===== config.mk =====
export PLATFORM = sky130hd
export DESIGN_NAME = deserializer
export DESIGN_NICKNAME = d
export VERILOG_FILES = /design/src/rtl/deserializer.sv
export SDC_FILE = /design/constraint.sdc
export NUM_CORES = 1
export LEC_CHECK = 0
export CORE_ASPECT_RATIO = 0.8
export CORE_MARGIN = 1
export CORE_UTILIZATION = 35
export DETAILED_ROUTE_END_ITERATION = 7
export PLACE_DENSITY = 0.62
export SYNTH_ARGS = -nofsm -noshare
export SYNTH_HDL_FRONTEND = slang
export SYNTH_SLANG_ARGS = --single-unit

===== constraint.sdc =====
create_clock -name clk_i -period 5.9 [get_ports clk_i]
set_input_delay 1.18 -clock clk_i [delete_from_list [all_inputs] [get_ports clk_i]]
set_output_delay 1.18 -clock clk_i [all_outputs]
set_load 0.05 [all_outputs]

===== src/rtl/deserializer.sv =====
// Serial-to-parallel receiver for the MSB-first serializer link: rebuilds 3..DATA_W-bit words
// and pulses each out with its bit count in mod format (DATA_W encoded as 0).
module deserializer #(
   parameter int unsigned DATA_W   = 16,
   parameter int unsigned MIN_BITS = 3,
   localparam int unsigned MOD_W   = $clog2(DATA_W)
) (
   input  logic              clk_i,
   input  logic              rst_i,
   input  logic              ser_data_i,
   input  logic              ser_data_val_i,
   output logic [DATA_W-1:0] deser_data_o,
   output logic [MOD_W-1:0]  deser_data_mod_o,
   output logic              deser_data_val_o,
   output logic              short_drop_o,
   output logic              busy_o
);

   localparam int unsigned CNT_W = MOD_W + 1;

   typedef enum logic [0:0] {StIdle, StRecv} state_e;

   state_e            state_q;
   logic [CNT_W-1:0]  cnt_q;
   logic [CNT_W-1:0]  cnt_inc;
   logic [DATA_W-1:0] sr_q;
   logic [DATA_W-1:0] sr_ins;
   logic [MOD_W-1:0]  bit_pos;
   logic [DATA_W-1:0] data_q;
   logic [MOD_W-1:0]  mod_q;
   logic              val_q;
   logic              drop_q;
   logic              busy_q;

   // Shift register with the incoming bit placed at the next MSB-first position.
   always_comb begin
      cnt_inc = cnt_q + CNT_W'(1);
      bit_pos = MOD_W'(DATA_W - 1) - cnt_q[MOD_W-1:0];
      sr_ins  = sr_q;
      sr_ins[bit_pos] = ser_data_i;
   end

   always_ff @(posedge clk_i or posedge rst_i) begin
      if (rst_i) begin
         state_q <= StIdle;
         cnt_q   <= '0;
         sr_q    <= '0;
         data_q  <= '0;
         mod_q   <= '0;
         val_q   <= 1'b0;
         drop_q  <= 1'b0;
         busy_q  <= 1'b0;
      end else begin
         val_q  <= 1'b0;
         drop_q <= 1'b0;
         case (state_q)
            StIdle: begin
               if (ser_data_val_i) begin
                  sr_q    <= sr_ins;
                  cnt_q   <= cnt_inc;
                  busy_q  <= 1'b1;
                  state_q <= StRecv;
               end
            end
            StRecv: begin
               if (ser_data_val_i) begin
                  if (cnt_inc == CNT_W'(DATA_W)) begin
                     // Full word: emit now so a new MSB may follow with no gap.
                     data_q  <= sr_ins;
                     mod_q   <= cnt_inc[MOD_W-1:0];
                     val_q   <= 1'b1;
                     cnt_q   <= '0;
                     sr_q    <= '0;
                     busy_q  <= 1'b0;
                     state_q <= StIdle;
                  end else begin
                     sr_q   <= sr_ins;
                     cnt_q  <= cnt_inc;
                     busy_q <= 1'b1;
                  end
               end else begin
                  if (cnt_q >= CNT_W'(MIN_BITS)) begin
                     data_q <= sr_q;
                     mod_q  <= cnt_q[MOD_W-1:0];
                     val_q  <= 1'b1;
                  end else begin
                     drop_q <= 1'b1;
                  end
                  cnt_q   <= '0;
                  sr_q    <= '0;
                  busy_q  <= 1'b0;
                  state_q <= StIdle;
               end
            end
            default: state_q <= StIdle;
         endcase
      end
   end

   assign deser_data_o     = data_q;
   assign deser_data_mod_o = mod_q;
   assign deser_data_val_o = val_q;
   assign short_drop_o     = drop_q;
   assign busy_o           = busy_q;

   a_pulse_excl: assert property (@(posedge clk_i) disable iff (rst_i) !(val_q && drop_q));

endmodule


==> results of run 1 <==
[sequential cells by signal, indices dropped and copies added, names as in the netlist]
register,count
short_drop_o,1
sr_q,16
deser_data_o,16
state_q,1
busy_o,1
deser_data_val_o,1
deser_data_mod_o,4
cnt_q,5
[final timing paths]
path | from | endpoint | slack, ns | depth (start not counted)
max in group asynchronous | rst_i | sr_q[7]$_DFFE_PP0P_ | 4.15 | 3
worst min register to register | busy_o$_DFFE_PP0P_ | busy_o$_DFFE_PP0P_ | 0.49 | 1
min in group asynchronous | rst_i | deser_data_val_o$_DFF_PP0_ | 1.33 | 3
worst min-delay path | busy_o$_DFFE_PP0P_ | busy_o$_DFFE_PP0P_ | 0.49 | 1
worst max register to register | cnt_q[0]$_DFFE_PP0P_ | deser_data_o[14]$_DFFE_PP0P_ | 3.21 | 5
worst max-delay path | ser_data_val_i | deser_data_o[14]$_DFFE_PP0P_ | 2.00 | 5
[stage by stage]
stage	util	cell area, µm²
after floorplan	-	2464
after detailed placement	0.4157	2745
after global routing	0.4284	2829
after global placement	0.4157	2745
after CTS	0.4284	2829
final	0.4284	2829
[power groups by stage]
stage | combinational [mW] | clock [mW] | sequential (mW)
finish | 0.360 | 0.191 | 0.403
global route | 0.387 | 0.209 | 0.410
CTS | 0.363 | 0.197 | 0.402
detailed placement | 0.362 | 0 | 0.407
global placement | 0.357 | 0 | 0.408
floorplan | 0.151 | 0 | 0.513
[worst max-delay path: cells and delay by family]
family	cells	cell delay, ns
buffers and inverters	2	1.34
AO/OA/AOI/OAI	2	1.13
multiplexers	1	0.42
[cell type report]
class / instances / share of cell area
Multi-Input combinational cell: 161 / 0.4180
Sequential cell: 45 / 0.3981
Timing Repair Buffer: 27 / 0.09465
Tap cell: 84 / 0.03715
Clock buffer: 7 / 0.02698
Inverter: 17 / 0.02256
Clock inverter: 1 / 0.002654
[kinds of logic after synthesis]
kind of cell | count (synthesis) | synth area share
fa+ha+maj | 4 | 0.02032
compound gates | 75 | 0.2118
xor+xnor | 3 | 0.01067
flops | 45 | 0.4571
mux | 22 | 0.1239
buf+inv | 33 | 0.06297
simple gates | 57 | 0.1133
[metal layers]
layer / vias to the layer above / wire length (µm) / part of all wire / track usage
met1: 898 / 2906 / 0.53 / 0.2540
met2: 44 / 2276 / 0.42 / 0.2279
met5: - / 0 / 0 / 0
met4: 0 / 49 / 0.0090 / 0.04328
met3: 6 / 234 / 0.043 / 0.03770
li1: 890 / - / - / -
[synthesized netlist by cell type (all sizes together)]
| library cell | count |
|---|---|
| dfrtp | 45 |
| nand2 | 24 |
| o21ai | 23 |
| inv | 17 |
| o31ai | 17 |
| mux2 | 16 |
| a21oi | 9 |
| clkbuf | 9 |
| nor2 | 8 |
| buf | 7 |
| mux2i | 6 |
| o22a | 6 |
| a22oi | 5 |
| nand3 | 5 |
| ha | 4 |
| nand2b | 4 |
| nor3 | 4 |
| and2 | 3 |
| o31a | 3 |
| o41ai | 3 |
| a2111oi | 2 |
| a32o | 2 |
| o21a | 2 |
| or2 | 2 |
| or3 | 2 |
| xnor2 | 2 |
| a211o | 1 |
| a21o | 1 |
| a22o | 1 |
| and2b | 1 |
| and3 | 1 |
| nand4 | 1 |
| nor2b | 1 |
| or3b | 1 |
| xor2 | 1 |
==> metrics, run 1 <==
outcome=complete, no violations; Crit Path Class=primary input to flip-flop; clock transition at the registers of the reported paths=0.09 ns; Die Y=77.04 µm; Slew Limit Fails=0; FF+latch area=~1100 µm²; Tmin final=3.895 ns; Yosys reg bits=45; Post-Syn Nets=247; via count=1838; final wirelength=5.466 mm; final-layout fill cell count=629; setup_tns=0 ns; synth warn=0; die area=7380 µm²; crit path DAT=just over 4 ns; Psw=approximately 0.37 mW; PnR worst setup slack=2.005 ns; die span in x=95.80 µm; internal cell power=0.5815 mW; post-synthesis cell type count=43; Top Ports=27; Initial Util=0.3731; port bufs=26; Num CTS Buffers=5; Max stage delay cell, worst path=clkdlybuf4s50_1; Finish-stage setup viols=0; Relative slew margins=0.2341; post-DR wirelength/cell=approximately 16 µm; pre-CTS worst setup slack=1.695 ns; GRT Overall Usage=0.1649; 1st-iter DRT viols=between 200 and 250; top-area cell type share of the netlist area=0.4571; largest net degree at the start of global routing=between 40 and 50; Pwr Total=0.9541 mW; vias per cell=5.374; DRC=0; clock root buffer=clkbuf_8; RSZ-0062 raised after global routing=false; layout cells sized above 1=0.1124; CTS max path bufs=2; leak pwr=1.226 nW; critical path launch point type=primary input; initial antenna violation count=0; Synth Instances=239; fin cells=342; achievable frequency=256.7 MHz; Skew-Pair Late Insertion Delay=0.30 ns; crit end category=flip-flop; largest area contributor in the netlist=dfrtp_1; Max Cap Viol=0; Final nets=265; Hold Path Class=flip-flop to flip-flop; global-route wire length before repair=9.480 mm; clock share of power=0.200; CP cell instances=clkdlybuf4s50_1 > inv_1 > o21ai_0 > a211o_1 > mux2_2; number of setup buffers added after CTS=0; Area Growth Syn to Fin=14.83%; CTS resizes=0; Hold Violations, Final=0; CP peak stage delay=0.96 ns; Critical Path RT=around 6 ns; Sw Share=0.3906; Min Hold Slack=0.4936 ns; total gr overflow=0; synthesized area=2464 µm²; Placer Congestion=0.8138; Multi-input gate area=1182 µm²; HPWL after DPL=3.682 mm; CTS tree=built; most frequent cells in the layout=dfrtp_1, clkdlybuf4s50_1, o21ai_0, nand2_1; fin crit share=0.6602; peak supply drop=0.1612 mV; 1st-pass router iterations=4; # placed instances=334; most common cell after layout, fill and taps aside=dfrtp_1; synth top area cells=dfrtp_1, mux2_4, o31ai_1, o21ai_0, nand2_1; Antenna Cells=0; H-tree depth=2; clock skew=0.008395 ns; clock sink count=45; CORE AREA=6604 µm²; worst-margin pin slew=approximately 1.1 ns; Rows=26; crit path max fanout=21; sequential area share after synthesis=0.4571; Flop pwr share=0.422; Comb power frac=0.378; Syn Area/Cell=10.31 µm²; vias in the first global route=about 1900; PwrDens=337.3 nW/µm²; cts hold-fix bufs=0; ANT nets after route=0
(Power assumes the default switching activity.)
==> inputs of run 2 (changes only) <==
==> constraint.sdc (replaced) <==
create_clock -name clk_i -period 3.7 [get_ports clk_i]
set_input_delay 0.74 -clock clk_i [delete_from_list [all_inputs] [get_ports clk_i]]
set_output_delay 0.74 -clock clk_i [all_outputs]
set_load 0.05 [all_outputs]
==> metrics, run 2 (synthesis results as in run 1) <==
CORE AREA=6604 µm² (unchanged); HP Start=busy_o$_DFFE_PP0P_; Crit Path Class=primary input to flip-flop; peak supply drop=0.1778 mV (+10%); layout cells sized above 1=0.1264 (+0.01403); via count=1876 (+2.1%); vias per cell=5.438 (+1.2%); Area Growth Syn to Fin=17.06%; Top Ports=27 (unchanged); Sw Share=0.3689 (-0.02167); most common cell after layout, fill and taps aside=dfrtp_1; H-tree depth=2 (unchanged); reg2reg start=cnt_q[0]$_DFFE_PP0P_; met1 Track Usage GR=0.2601 (+0.006090); Psw=0.5930 mW (+59%); clock share of power=0.244 (+0.044); port bufs=26 (unchanged); FF-to-FF setup slack=1.51 ns (-1.70 ns); most frequent cells in the layout=dfrtp_1, clkdlybuf4s50_1, o21ai_0, nand2_1; worst-margin pin slew=0.9028 ns (-0.2460 ns); Flop pwr share=0.399 (-0.023); Reg-to-Reg End=deser_data_mod_o[1]$_DFFE_PP0P_; Min Hold Slack=0.4852 ns (-0.008486 ns); Relative slew margins=0.3944 (+0.1603); Rows=26 (unchanged); setup_tns=0 ns (unchanged); Antenna Cells=0 (unchanged); Comb power frac=0.356 (-0.022); Final nets=268 (+1.1%); critical path launch point type=primary input; RSZ-0062 raised after global routing=false; CTS max path bufs=2 (unchanged); clock skew=0.005145 ns (-0.003250 ns); global-route wire length before repair=9.446 mm (-0.36%); post-route cell area=2884 µm² (+1.9%); Die Y=77.04 µm (unchanged); 1st-pass router iterations=4 (unchanged); total gr overflow=0 (unchanged); Finish-stage setup viols=0 (unchanged); die area=7380 µm² (unchanged); number of setup buffers added after CTS=0 (unchanged); clock sink count=45 (unchanged); die span in x=95.80 µm (unchanged); Skew-Pair Late Insertion Delay=0.30 ns (about the same); met2 Use GR=0.2221 (-0.005714); grt peak-use layer=met1; ANT nets after route=0 (unchanged); leak pwr=1.259 nW (+2.7%); CTS resizes=0 (unchanged); fin crit share=0.7065; DP Area=2768 µm² (+0.82%); Core Util, Final=0.4367 (+0.008336); vias in the first global route=1831 (-1.3%); GRT Overall Usage=0.1670 (+0.002180); Hold Violations, Final=0 (unchanged); initial antenna violation count=0 (unchanged); internal cell power=1.015 mW (+74%); final-layout fill cell count=637 (+1.3%); clock transition at the registers of the reported paths=0.08 ns (about the same); end point of the critical path=deser_data_mod_o[1]$_DFFE_PP0P_; pre-CTS worst setup slack=0.7942 ns (-0.9007 ns); Slew Limit Fails=0 (unchanged); final wirelength=5.522 mm (+1.0%); crit end category=flip-flop; PnR worst setup slack=1.086 ns (-0.9188 ns); Placer Congestion=0.8251 (+1.4%); Tmin final=~2.6 ns; Hold Path Class=flip-flop to flip-flop; clock root buffer=clkbuf_8; Num CTS Buffers=5 (unchanged); PwrDens=557.4 nW/µm² (+65%); achievable frequency=382.6 MHz; Critical Path RT=3.89 ns (-2.19 ns); R2R depth=6 (+1); post-DR wirelength/cell=16.01 µm (+0.15%); DRC=0 (unchanged); HPWL after DPL=3.866 mm (+5.0%); CTS tree=built; Initial Util=0.3731 (unchanged); Max Cap Viol=0 (unchanged); outcome=complete, no violations; largest net degree at the start of global routing=26 (-43%); worst setup path startpoint=ser_data_val_i; crit path DAT=2.80 ns (-1.28 ns); met3 GRT Util=0.03869 (+0.0009921); crit path max fanout=12 (-43%); cts hold-fix bufs=0 (unchanged); 1st-iter DRT viols=201 (-6.5%)
==> run 2: cell types whose count changed in the layout (fill, tap and decap cells not counted) <==
cell,delta
clkbuf_8,+1
clkbuf_1,-1
bufinv_16,+1
clkinvlp_4,-1
buf_4,+3
==> run 2: power by group through the flow <==
| stage | Sequential [mW] | Combinational [mW] | Clock, mW |
|---|---|---|---|
| floorplan | 0.818 | 0.240 | 0 |
| global placement | 0.651 | 0.572 | 0 |
| detailed placement | 0.652 | 0.575 | 0 |
| CTS | 0.643 | 0.578 | 0.403 |
| global route | 0.654 | 0.615 | 0.426 |
| finish | 0.642 | 0.573 | 0.393 |
==> run 2: metrics by stage <==
stage,instances,total power [mW]
global route,345,1.695
detailed placement,337,1.227
global placement,337,1.223
CTS,345,1.624
finish,345,1.608
floorplan,239,1.058
==> run 2: worst min-delay path by stage <==
stage,cells after the start,slack [ns],end
floorplan,2,0.50,sr_q[0]$_DFFE_PP0P_
global route,1,0.52,busy_o$_DFFE_PP0P_
detailed placement,1,0.47,busy_o$_DFFE_PP0P_
CTS,1,0.49,busy_o$_DFFE_PP0P_
finish,1,0.49,busy_o$_DFFE_PP0P_
global placement,1,0.46,busy_o$_DFFE_PP0P_
==> run 2: cell type report <==
type | instances | area [µm²] | area share
clock buffer | 7 | 86.33 | 0.02993
tap | 84 | 105.1 | 0.03644
clock inverter | 1 | 30.03 | 0.01041
multi-input combinational | 161 | 1182 | 0.4100
inverter | 17 | 63.81 | 0.02213
timing repair buffer | 30 | 290.3 | 0.1007
sequential | 45 | 1126 | 0.3905
==> run 2: layer usage <==
layer,wire length [µm],up-vias
li1,-,905
met1,2862,911
met2,2301,54
met3,296,6
met4,62,0
met5,0,-
==> run 2: critical path: stages <==
cell,delay (ns)
clkdlybuf4s50_1,0.56
buf_4,0.26
inv_1,0.29
o21ai_0,0.15
a211o_1,0.26
buf_4,0.21
mux2_4,0.31
==> inputs of run 3 (changes only) <==
--- a/config.mk
+++ b/config.mk
@@ -9,7 +9,7 @@
 export CORE_MARGIN = 1
 export CORE_UTILIZATION = 35
 export DETAILED_ROUTE_END_ITERATION = 7
-export PLACE_DENSITY = 0.62
+export PLACE_DENSITY = 0.64
 export SYNTH_ARGS = -nofsm -noshare
 export SYNTH_HDL_FRONTEND = slang
 export SYNTH_SLANG_ARGS = --single-unit
==> constraint.sdc (replaced) <==
create_clock -name clk_i -period 2.13 [get_ports clk_i]
set_input_delay 0.426 -clock clk_i [delete_from_list [all_inputs] [get_ports clk_i]]
set_output_delay 0.426 -clock clk_i [all_outputs]
set_load 0.05 [all_outputs]
==> metrics, run 3 (synthesis results as in run 1) <==
crit path DAT=1.48 ns (-1.32 ns); Placer Congestion=0.9010 (+9.2%); Skew-Pair Late Insertion Delay=0.30 ns (about the same); met3 GRT Util=0.04266 (+0.003968); CTS resizes=0 (unchanged); clock transition at the registers of the reported paths=0.09 ns (about the same); CTS max path bufs=2 (unchanged); reg2reg start=cnt_q[0]$_DFFE_PP0P_; via count=1945 (+3.7%); Top Ports=27 (unchanged); R2R depth=6 (unchanged); met1 Track Usage GR=0.2707 (+0.01055); Initial Util=0.3731 (unchanged); CORE AREA=6604 µm² (unchanged); DRC=0 (unchanged); outcome=complete, no violations; crit end category=primary output; ANT nets after route=0 (unchanged); worst setup path startpoint=deser_data_o[4]$_DFFE_PP0P_; grt peak-use layer=met1; FF-to-FF setup slack=0.23 ns (-1.28 ns); Num CTS Buffers=5 (unchanged); critical path launch point type=flip-flop; Finish-stage setup viols=0 (unchanged); die area=7380 µm² (unchanged); Min Hold Slack=0.4754 ns (-0.009746 ns); met2 Use GR=0.2386 (+0.01643); initial antenna violation count=0 (unchanged); PwrDens=934.6 nW/µm² (+68%); 1st-iter DRT viols=206 (+2.5%); Tmin final=1.905 ns; worst-margin pin slew=0.6228 ns (-0.2800 ns); post-DR wirelength/cell=15.78 µm (-1.4%); Area Growth Syn to Fin=24.78%; Hold Path Class=primary input to async pin; vias in the first global route=1952 (+6.6%); CP cell instances=clkdlybuf4s50_1; total gr overflow=0 (unchanged); leak pwr=1.375 nW (+9.2%); most frequent cells in the layout=dfrtp_1, clkdlybuf4s50_1, buf_4, o21ai_0, nand2_1; Die Y=77.04 µm (unchanged); Max Cap Viol=0 (unchanged); global-route wire length before repair=9.880 mm (+4.6%); Final nets=290 (+8.2%); # placed instances=359 (+6.5%); 1st-pass router iterations=4 (unchanged); clock root buffer=clkbuf_8; number of setup buffers added after CTS=0 (unchanged); GRT Overall Usage=0.1758 (+0.008788); fin crit share=0.8943; Slew Limit Fails=0 (unchanged); Max stage delay cell, worst path=clkdlybuf4s50_1; Hold Violations, Final=0 (unchanged); largest net degree at the start of global routing=46 (+77%); fin cells=367 (+6.4%); Relative slew margins=0.5833 (+0.1889); port bufs=26 (unchanged); Top Family by Delay on Critical Path=buffers and inverters; CP peak stage delay=0.83 ns (+0.27 ns); achievable frequency=525.0 MHz; most common cell after layout, fill and taps aside=dfrtp_1; CTS tree=built; Buf/Inv on CP=1 (-3); Reg-to-Reg End=deser_data_o[1]$_DFFE_PP0P_; RSZ-0062 raised after global routing=false; Critical Path RT=1.70 ns (-2.19 ns); vias per cell=5.300 (-2.5%); DP Area=2958 µm² (+6.9%); crit path max fanout=2 (-10); Rows=26 (unchanged); Crit Path Class=flip-flop to primary output; peak supply drop=0.4489 mV (+150%); H-tree depth=2 (unchanged); final wirelength=5.791 mm (+4.9%); clock sink count=45 (unchanged); die span in x=95.80 µm (unchanged); layout cells sized above 1=0.1943 (+0.06791); HPWL after DPL=4.145 mm (+7.2%); clock skew=0.009619 ns (+0.004473 ns); post-route cell area=3074 µm² (+6.6%); setup_tns=0 ns (unchanged); Antenna Cells=0 (unchanged); cts hold-fix bufs=0 (unchanged)
-- run 3: per-stage QoR --
stage | util | total power, mW | worst slack (ns)
floorplan | - | 1.839 | 0.2453
global placement | 0.4479 | 2.210 | -0.01013
detailed placement | 0.4479 | 2.217 | -0.04762
CTS | 0.4655 | 2.902 | 0.2063
global route | 0.4655 | 3.036 | 0.01953
finish | 0.4655 | 2.873 | 0.2252
-- run 3: power breakdown --
group          leakage, nW  internal (mW)  total (mW)  switching [mW]
combinational        0.714          0.442        1.11           0.664
clock               0.0585          0.383       0.670           0.288
sequential           0.603           1.00        1.10          0.0951
total                 1.38           1.83        2.87            1.05
-- run 3: how the worst max path moves through the flow --
| stage | endpoint | depth (start not counted) |
|---|---|---|
| after floorplan | deser_data_mod_o[3]$_DFFE_PP0P_ | 7 |
| after global placement | deser_data_o[6]$_DFFE_PP0P_ | 7 |
| after detailed placement | deser_data_o[0]$_DFFE_PP0P_ | 7 |
| after CTS | deser_data_o[4] | 1 |
| after global routing | deser_data_o[0]$_DFFE_PP0P_ | 6 |
| final | deser_data_o[4] | 1 |
-- run 3: per-layer routing --
| metal | vias to the layer above | routed length (µm) |
|---|---|---|
| met5 | - | 0 |
| met4 | 0 | 79 |
| met3 | 9 | 408 |
| met2 | 63 | 2321 |
| met1 | 931 | 2982 |
| li1 | 942 | - |
-- run 3: final cells by class --
type                       count  area, µm²
clock inverter                 1      30.03
inverter                      17      63.81
sequential                    45       1126
fill                         646       3530
multi-input combinational    161       1182
timing repair buffer          52      480.5
clock buffer                   7      86.33
tap                           84      105.1
